$ cat config.mk
export PLATFORM = sky130hd
export DESIGN_NAME = wb_arbiter
export DESIGN_NICKNAME = d
export VERILOG_FILES = /design/src/rtl/buffer_pkgs.sv /design/src/rtl/wb_arbiter_fifo.sv /design/src/rtl/wb_arbiter.sv
export SDC_FILE = /design/constraint.sdc
export NUM_CORES = 1
export LEC_CHECK = 0
export BUFFER_PORTS_ARGS = -buffer_cell sky130_fd_sc_hd__buf_2
export CORE_MARGIN = 8
export CORE_UTILIZATION = 40
export DETAILED_ROUTE_END_ITERATION = 12
export PLACE_DENSITY = 0.63
export SLEW_MARGIN = 20
export SYNTH_ARGS = -nofsm -noshare
export SYNTH_HDL_FRONTEND = slang
export SYNTH_SLANG_ARGS = --single-unit
$ cat constraint.sdc
create_clock -name clk -period 13.1 [get_ports clk]
set_clock_uncertainty 0.15 [all_clocks]
set_input_delay 0.655 -clock clk [delete_from_list [all_inputs] [get_ports clk]]
set_output_delay 0.655 -clock clk [all_outputs]
set_load 0.005 [all_outputs]
$ cat src/rtl/buffer_pkgs.sv
// rtl/buffer_pkgs.sv - execute-stage result and writeback packet types shared by the writeback path
package buffer_pkgs;

  typedef struct packed {
    logic        completed;
    logic [6:0]  rd_addr;
    logic [31:0] rd_val;
    logic [3:0]  ROB_tag;
  } alu_out_t;

  typedef struct packed {
    logic        completed;
    logic [6:0]  rd_addr;
    logic [31:0] rd_val;
    logic [3:0]  ROB_tag;
  } lsu_out_t;

  typedef struct packed {
    logic        completed;
    logic [6:0]  rd_addr;
    logic [31:0] rd_val;
    logic [3:0]  ROB_tag;
    logic        mispredict;
    logic        branch_taken;
    logic [31:0] dest_addr;
  } branch_out_t;

  typedef struct packed {
    logic [6:0]  rd_addr;
    logic [31:0] rd_val;
    logic        completed;
    logic        mispredict;
    logic        branch_taken;
    logic [31:0] dest_addr;
    logic [3:0]  ROB_tag;
    logic [1:0]  src_fu;
  } wb_packet_t;

  localparam logic [1:0] WB_SRC_ALU = 2'd0;
  localparam logic [1:0] WB_SRC_LSU = 2'd1;
  localparam logic [1:0] WB_SRC_BR  = 2'd2;

  typedef enum logic [1:0] {GNT_ALU, GNT_LSU, GNT_BR} wb_gnt_e;

  function automatic wb_gnt_e gnt_after(input wb_gnt_e g);
    case (g)
      GNT_ALU: gnt_after = GNT_LSU;
      GNT_LSU: gnt_after = GNT_BR;
      default: gnt_after = GNT_ALU;
    endcase
  endfunction

  // First non-empty unit in ALU->LSU->BR order, starting the search at start.
  function automatic wb_gnt_e rr_pick(input wb_gnt_e start, input logic [2:0] ne);
    wb_gnt_e cand;
    logic    found;
    rr_pick = start;
    cand    = start;
    found   = 1'b0;
    for (int i = 0; i < 3; i++) begin
      if (!found && ne[cand]) begin
        rr_pick = cand;
        found   = 1'b1;
      end
      cand = gnt_after(cand);
    end
  endfunction

endpackage

$ cat src/rtl/wb_arbiter_fifo.sv
// rtl/wb_arbiter_fifo.sv - per-unit writeback packet FIFO (module wb_fu_fifo)
module wb_fu_fifo #(
  parameter int WIDTH = 8,
  parameter int DEPTH = 2,
  parameter int CNT_W = $clog2(DEPTH + 1),
  localparam int PTR_W = $clog2(DEPTH)
) (
  input  logic             clk_i,
  input  logic             reset_i,
  input  logic             flush_i,
  input  logic             push_i,
  input  logic [WIDTH-1:0] din_i,
  input  logic             pop_i,
  output logic [WIDTH-1:0] dout_o,
  output logic             ready_o,
  output logic             not_empty_o
);

  logic [WIDTH-1:0] mem_q [DEPTH];
  logic [PTR_W-1:0] wr_ptr_q, rd_ptr_q;
  logic [CNT_W-1:0] count_q, count_d;
  logic             do_push, do_pop;

  // A full FIFO refuses a push even when it is popped the same cycle.
  assign ready_o     = (count_q != CNT_W'(DEPTH));
  assign not_empty_o = (count_q != '0);
  assign do_push     = push_i && ready_o;
  assign do_pop      = pop_i && not_empty_o;
  assign dout_o      = mem_q[rd_ptr_q];

  always_comb begin
    count_d = count_q;
    case ({do_push, do_pop})
      2'b10:   count_d = count_q + CNT_W'(1);
      2'b01:   count_d = count_q - CNT_W'(1);
      default: count_d = count_q;
    endcase
  end

  always_ff @(posedge clk_i) begin
    if (reset_i || flush_i) begin
      wr_ptr_q <= '0;
      rd_ptr_q <= '0;
      count_q  <= '0;
    end else begin
      count_q <= count_d;
      if (do_push) wr_ptr_q <= wr_ptr_q + PTR_W'(1);
      if (do_pop)  rd_ptr_q <= rd_ptr_q + PTR_W'(1);
    end
  end

  always_ff @(posedge clk_i) begin
    if (do_push && !flush_i && !reset_i) mem_q[wr_ptr_q] <= din_i;
  end

endmodule

$ cat src/rtl/wb_arbiter.sv
// rtl/wb_arbiter.sv - buffers ALU/LSU/branch completions and serialises them onto the writeback port
// Optional: WB_BRANCH_PRIORITY_EN gives an unlocked non-empty branch FIFO the grant.
module wb_arbiter
  import buffer_pkgs::*;
#(
  parameter int FIFO_DEPTH = 2,
  localparam int CNT_W = $clog2(FIFO_DEPTH + 1)
) (
  input  logic        clk,
  input  logic        reset,
  input  logic        flush,
  input  alu_out_t    alu_in,
  output logic        alu_ready,
  input  lsu_out_t    lsu_in,
  output logic        lsu_ready,
  input  branch_out_t br_in,
  output logic        br_ready,
  output wb_packet_t  wb_out,
  output logic        wb_valid,
  input  logic        wb_ready
);

  wb_packet_t alu_pkt, lsu_pkt, br_pkt;
  wb_packet_t head [3];
  logic [2:0] ne, rdy, pop;
  logic       handshake;
  logic       lock_q, lock_d;
  wb_gnt_e    gnt, gnt_q, gnt_d, rr_q, rr_d;

  always_comb begin
    alu_pkt              = '0;
    alu_pkt.rd_addr      = alu_in.rd_addr;
    alu_pkt.rd_val       = alu_in.rd_val;
    alu_pkt.ROB_tag      = alu_in.ROB_tag;
    alu_pkt.completed    = 1'b1;
    alu_pkt.src_fu       = WB_SRC_ALU;
    lsu_pkt              = '0;
    lsu_pkt.rd_addr      = lsu_in.rd_addr;
    lsu_pkt.rd_val       = lsu_in.rd_val;
    lsu_pkt.ROB_tag      = lsu_in.ROB_tag;
    lsu_pkt.completed    = 1'b1;
    lsu_pkt.src_fu       = WB_SRC_LSU;
    br_pkt               = '0;
    br_pkt.rd_addr       = br_in.rd_addr;
    br_pkt.rd_val        = br_in.rd_val;
    br_pkt.ROB_tag       = br_in.ROB_tag;
    br_pkt.completed     = 1'b1;
    br_pkt.mispredict    = br_in.mispredict;
    br_pkt.branch_taken  = br_in.branch_taken;
    br_pkt.dest_addr     = br_in.dest_addr;
    br_pkt.src_fu        = WB_SRC_BR;
  end

  wb_fu_fifo #(.WIDTH($bits(wb_packet_t)), .DEPTH(FIFO_DEPTH), .CNT_W(CNT_W)) u_alu_fifo (
    .clk_i(clk), .reset_i(reset), .flush_i(flush), .push_i(alu_in.completed), .din_i(alu_pkt),
    .pop_i(pop[0]), .dout_o(head[0]), .ready_o(rdy[0]), .not_empty_o(ne[0])
  );
  wb_fu_fifo #(.WIDTH($bits(wb_packet_t)), .DEPTH(FIFO_DEPTH), .CNT_W(CNT_W)) u_lsu_fifo (
    .clk_i(clk), .reset_i(reset), .flush_i(flush), .push_i(lsu_in.completed), .din_i(lsu_pkt),
    .pop_i(pop[1]), .dout_o(head[1]), .ready_o(rdy[1]), .not_empty_o(ne[1])
  );
  wb_fu_fifo #(.WIDTH($bits(wb_packet_t)), .DEPTH(FIFO_DEPTH), .CNT_W(CNT_W)) u_br_fifo (
    .clk_i(clk), .reset_i(reset), .flush_i(flush), .push_i(br_in.completed), .din_i(br_pkt),
    .pop_i(pop[2]), .dout_o(head[2]), .ready_o(rdy[2]), .not_empty_o(ne[2])
  );

  assign alu_ready = rdy[0];
  assign lsu_ready = rdy[1];
  assign br_ready  = rdy[2];
  assign wb_valid  = |ne;
  assign handshake = wb_valid && wb_ready;

  // A stalled output keeps its grant so wb_out stays bit-stable.
  always_comb begin
`ifdef WB_BRANCH_PRIORITY_EN
    if (lock_q)     gnt = gnt_q;
    else if (ne[2]) gnt = GNT_BR;
    else            gnt = rr_pick(rr_q, ne);
`else
    gnt = lock_q ? gnt_q : rr_pick(rr_q, ne);
`endif
  end

  always_comb begin
    wb_out = wb_valid ? head[gnt] : '0;
    pop    = handshake ? (3'b001 << gnt) : 3'b000;
    lock_d = wb_valid && !wb_ready;
    gnt_d  = gnt;
    rr_d   = rr_q;
`ifdef WB_BRANCH_PRIORITY_EN
    if (handshake && gnt != GNT_BR) rr_d = gnt_after(gnt);
`else
    if (handshake) rr_d = gnt_after(gnt);
`endif
  end

  always_ff @(posedge clk) begin
    if (reset) begin
      rr_q   <= GNT_ALU;
      gnt_q  <= GNT_ALU;
      lock_q <= 1'b0;
    end else if (flush) begin
      lock_q <= 1'b0;
    end else begin
      rr_q   <= rr_d;
      gnt_q  <= gnt_d;
      lock_q <= lock_d;
    end
  end

endmodule

==> flow_summary.toml <==
[run_status]
outcome = "finished clean"

[sta]
rsz0062_at_grt = "no"
tightest_slew_ns = 0.939
fin_setup_tns_ns = 0
maxSlewViolCount = 0
period_needed_ns = 4.29
hold_violations = 0
fmax_mhz = 233
slew_headroom = 0.374
setup_violations = 0
holdWs_ns = 0.172
finalCritPeriodShare = 0.328

[detailed_routing]
antenna_left = 0
firstDrtPassIters = 5
wire_per_inst_um = 20.9
drtIter0Drc = 328
vias = 7590
route.detailed.drc = 0
routed_wl_um = 31800
viasPerCell = 4.99

[setup_path]
critical_path_class = "reg -> out"
cpPeakStageDelay_ns = 0.72
critical_path.max_fanout = 51
crit_chain = "or2_1 -> a211o_1 -> a31oi_4 -> buf_4 -> or3_4 -> o22ai_1 -> buf_2"
crit_arrival_ns = 3.49
slowest_stage = "or3_4"
required_ns = 12.30
worstSetupStartpointType = "flop"
cp-end-kind = "output pin"

[synth]
synth_edf_count = 326
ys_seq_area_frac = 0.743
ys_warn_count = 0
syn_area_sq_um = 13700
synthCells = 777
yosysMostFrequentCell = "edfxtp_1"
synthFlopType = "edfxtp_1"
yosysTopAreaCell = "edfxtp_1"
syn_nets = 950
ys_top_cells_by_count = "edfxtp_1 (326), mux2i_1 (171), nor2_1 (47)"
synth_top_area_frac = 0.714
synth_area_per_cell_sq_um = 17.6
synth-seq-cells = 346
synthTopCellsByArea = "edfxtp_1 (71%), mux2i_1 (12%), mux2_2 (3.5%)"
async_reset_ff_frac = 0
synth_cell_types = 42

[cts]
hold_buffers = 0
clk_latency_ns = 0.52
cts_buffer_depth = 3
path_clk_slew_ns = 0.06
cts_sinks = 346
cts_tree = "yes"
htree_levels = 2
post_cts_resized = 0
cts_root_buffer = "clkbuf_16"
cts_buffers = 38
post-cts-setup-buffers = 0

[floorplanning]
core_sq_um = 34100
die_area_sq_um = 40500
start_util = 0.402
die_y_um = 201
rows = 68
die_w_um = 201
io_pins = 254

[place]
placed_area_sq_um = 15400
dp_cells = 1452
gp_congestion = 0.786
hpwl_um = 19900
portBuffers = 253

[layout]
syn_to_final_growth_pct = 21.2
fin_cells = 1521
drive_above_1_share = 0.364
fin_area_sq_um = 16600
nets = 1210
n_fill_cell = 2895

[flow_run]
maxCapViolCount = 0

[power_and_ir_drop]
leakage_nw = 5.67
p_total_mw = 2.43
peakVddDrop_uv = 111
p_per_area_nw_per_um2 = 146

[grt]
grt_overflow_total = 0
grt_usage = 0.153
grt_pass1_wl_um = 48200
antenna_found_initial = 9
grt_max_degree = 52
grt_pass1_vias = 8193

[min_path]
hold_class = "in -> reg"
## logic make-up (layout without fill, tap and decap cells)
logic type      after synthesis  count (layout)  share of synthesized area
flops                       346             346                      0.743
mux                         214             214                      0.160
simple gates                 89              89                     0.0318
compound gates               64              64                     0.0374
buf+inv                      52             339                     0.0191
xor+xnor                      9               9                    0.00575
fa+ha+maj                     3               3                    0.00274
other cells                   0               2                          0
## flip-flops by register name (all words and copies together) (netlist names), named ones only
name / cells
u_alu_fifo.mem_q: 86
u_br_fifo.wr_ptr_q: 1
lock_q: 1
u_alu_fifo.wr_ptr_q: 1
u_lsu_fifo.wr_ptr_q: 1
u_br_fifo.count_q: 2
u_alu_fifo.rd_ptr_q: 1
gnt_q: 2
u_lsu_fifo.count_q: 2
rr_q: 2
u_alu_fifo.count_q: 2
u_br_fifo.rd_ptr_q: 1
u_br_fifo.mem_q: 154
u_lsu_fifo.rd_ptr_q: 1
u_lsu_fifo.mem_q: 86
## path summary, 6_finish.rpt
path                                           start                                end  slack (ns)  cells past startpoint
hold reg to reg      u_br_fifo.rd_ptr_q$_SDFFE_PP0P_                               flop        0.32                      2
setup reg to reg  u_alu_fifo.count_q[1]$_SDFFE_PP0P_  u_br_fifo.count_q[1]$_SDFFE_PP0P_        9.63                      8
setup / recovery  u_alu_fifo.count_q[1]$_SDFFE_PP0P_                         wb_out[61]        8.81                      7
hold / removal                            lsu_in[25]  u_lsu_fifo.mem_q[1][25]$_DFFE_PP_        0.17                      1
## cell usage in the layout, fill, tap and decap left out, types with 4 or more instances in the layout
cell	n
edfxtp_1	326
buf_2	253
mux2i_1	171
nor2_1	47
mux2_2	43
clkbuf_16	41
o22ai_1	30
dfxtp_1	17
o22ai_2	13
buf_4	11
clkinv_1	10
clkbuf_1	9
inv_1	8
nand2_1	8
or3_1	8
nor3_2	6
xnor2_1	6
nand2b_1	5
a21oi_1	5
clkinv_2	4
## worst max-delay path, delay by kind of cell, from the launching register on
family	cells	cell delay, ns
and+or+nand+nor	2	1.01
buffers and inverters	2	0.83
AOI/OAI and AO/OA	3	0.67
DFF	1	0.38
## stage by stage
step	worst slack (ns)	utilization
5_1_grt	8.61	0.487
6_report	8.81	0.487
3_5_place_dp	8.98	0.453
3_3_place_gp	9.13	0.453
4_1_cts	8.36	0.487
2_1_floorplan	5.85	-
## layout make-up
| type | count | area, sq um | share of cell area |
|---|---|---|---|
| Antenna cell | 2 | 5.00 | 0.000301 |
| Inverter | 8 | 30.0 | 0.00181 |
| Tap cell | 455 | 569 | 0.0342 |
| Sequential cell | 346 | 10200 | 0.614 |
| Multi-Input combinational cell | 379 | 3300 | 0.199 |
| Timing Repair Buffer | 264 | 1350 | 0.0811 |
| Clock inverter | 17 | 106 | 0.00640 |
| Clock buffer | 50 | 1060 | 0.0637 |
## layer usage
metal	global-route usage	routed length (um)
met2	0.265	16000
met5	0	103
met3	0.0491	2090
met1	0.180	13000
met4	0.0423	512
## power by group
| group | internal (mW) | switching (mW) |
|---|---|---|
| Sequential | 1.23 | 0.00993 |
| Combinational | 0.0858 | 0.107 |
| Clock | 0.588 | 0.409 |
| Total | 1.91 | 0.526 |
(Power assumes the default switching activity.)
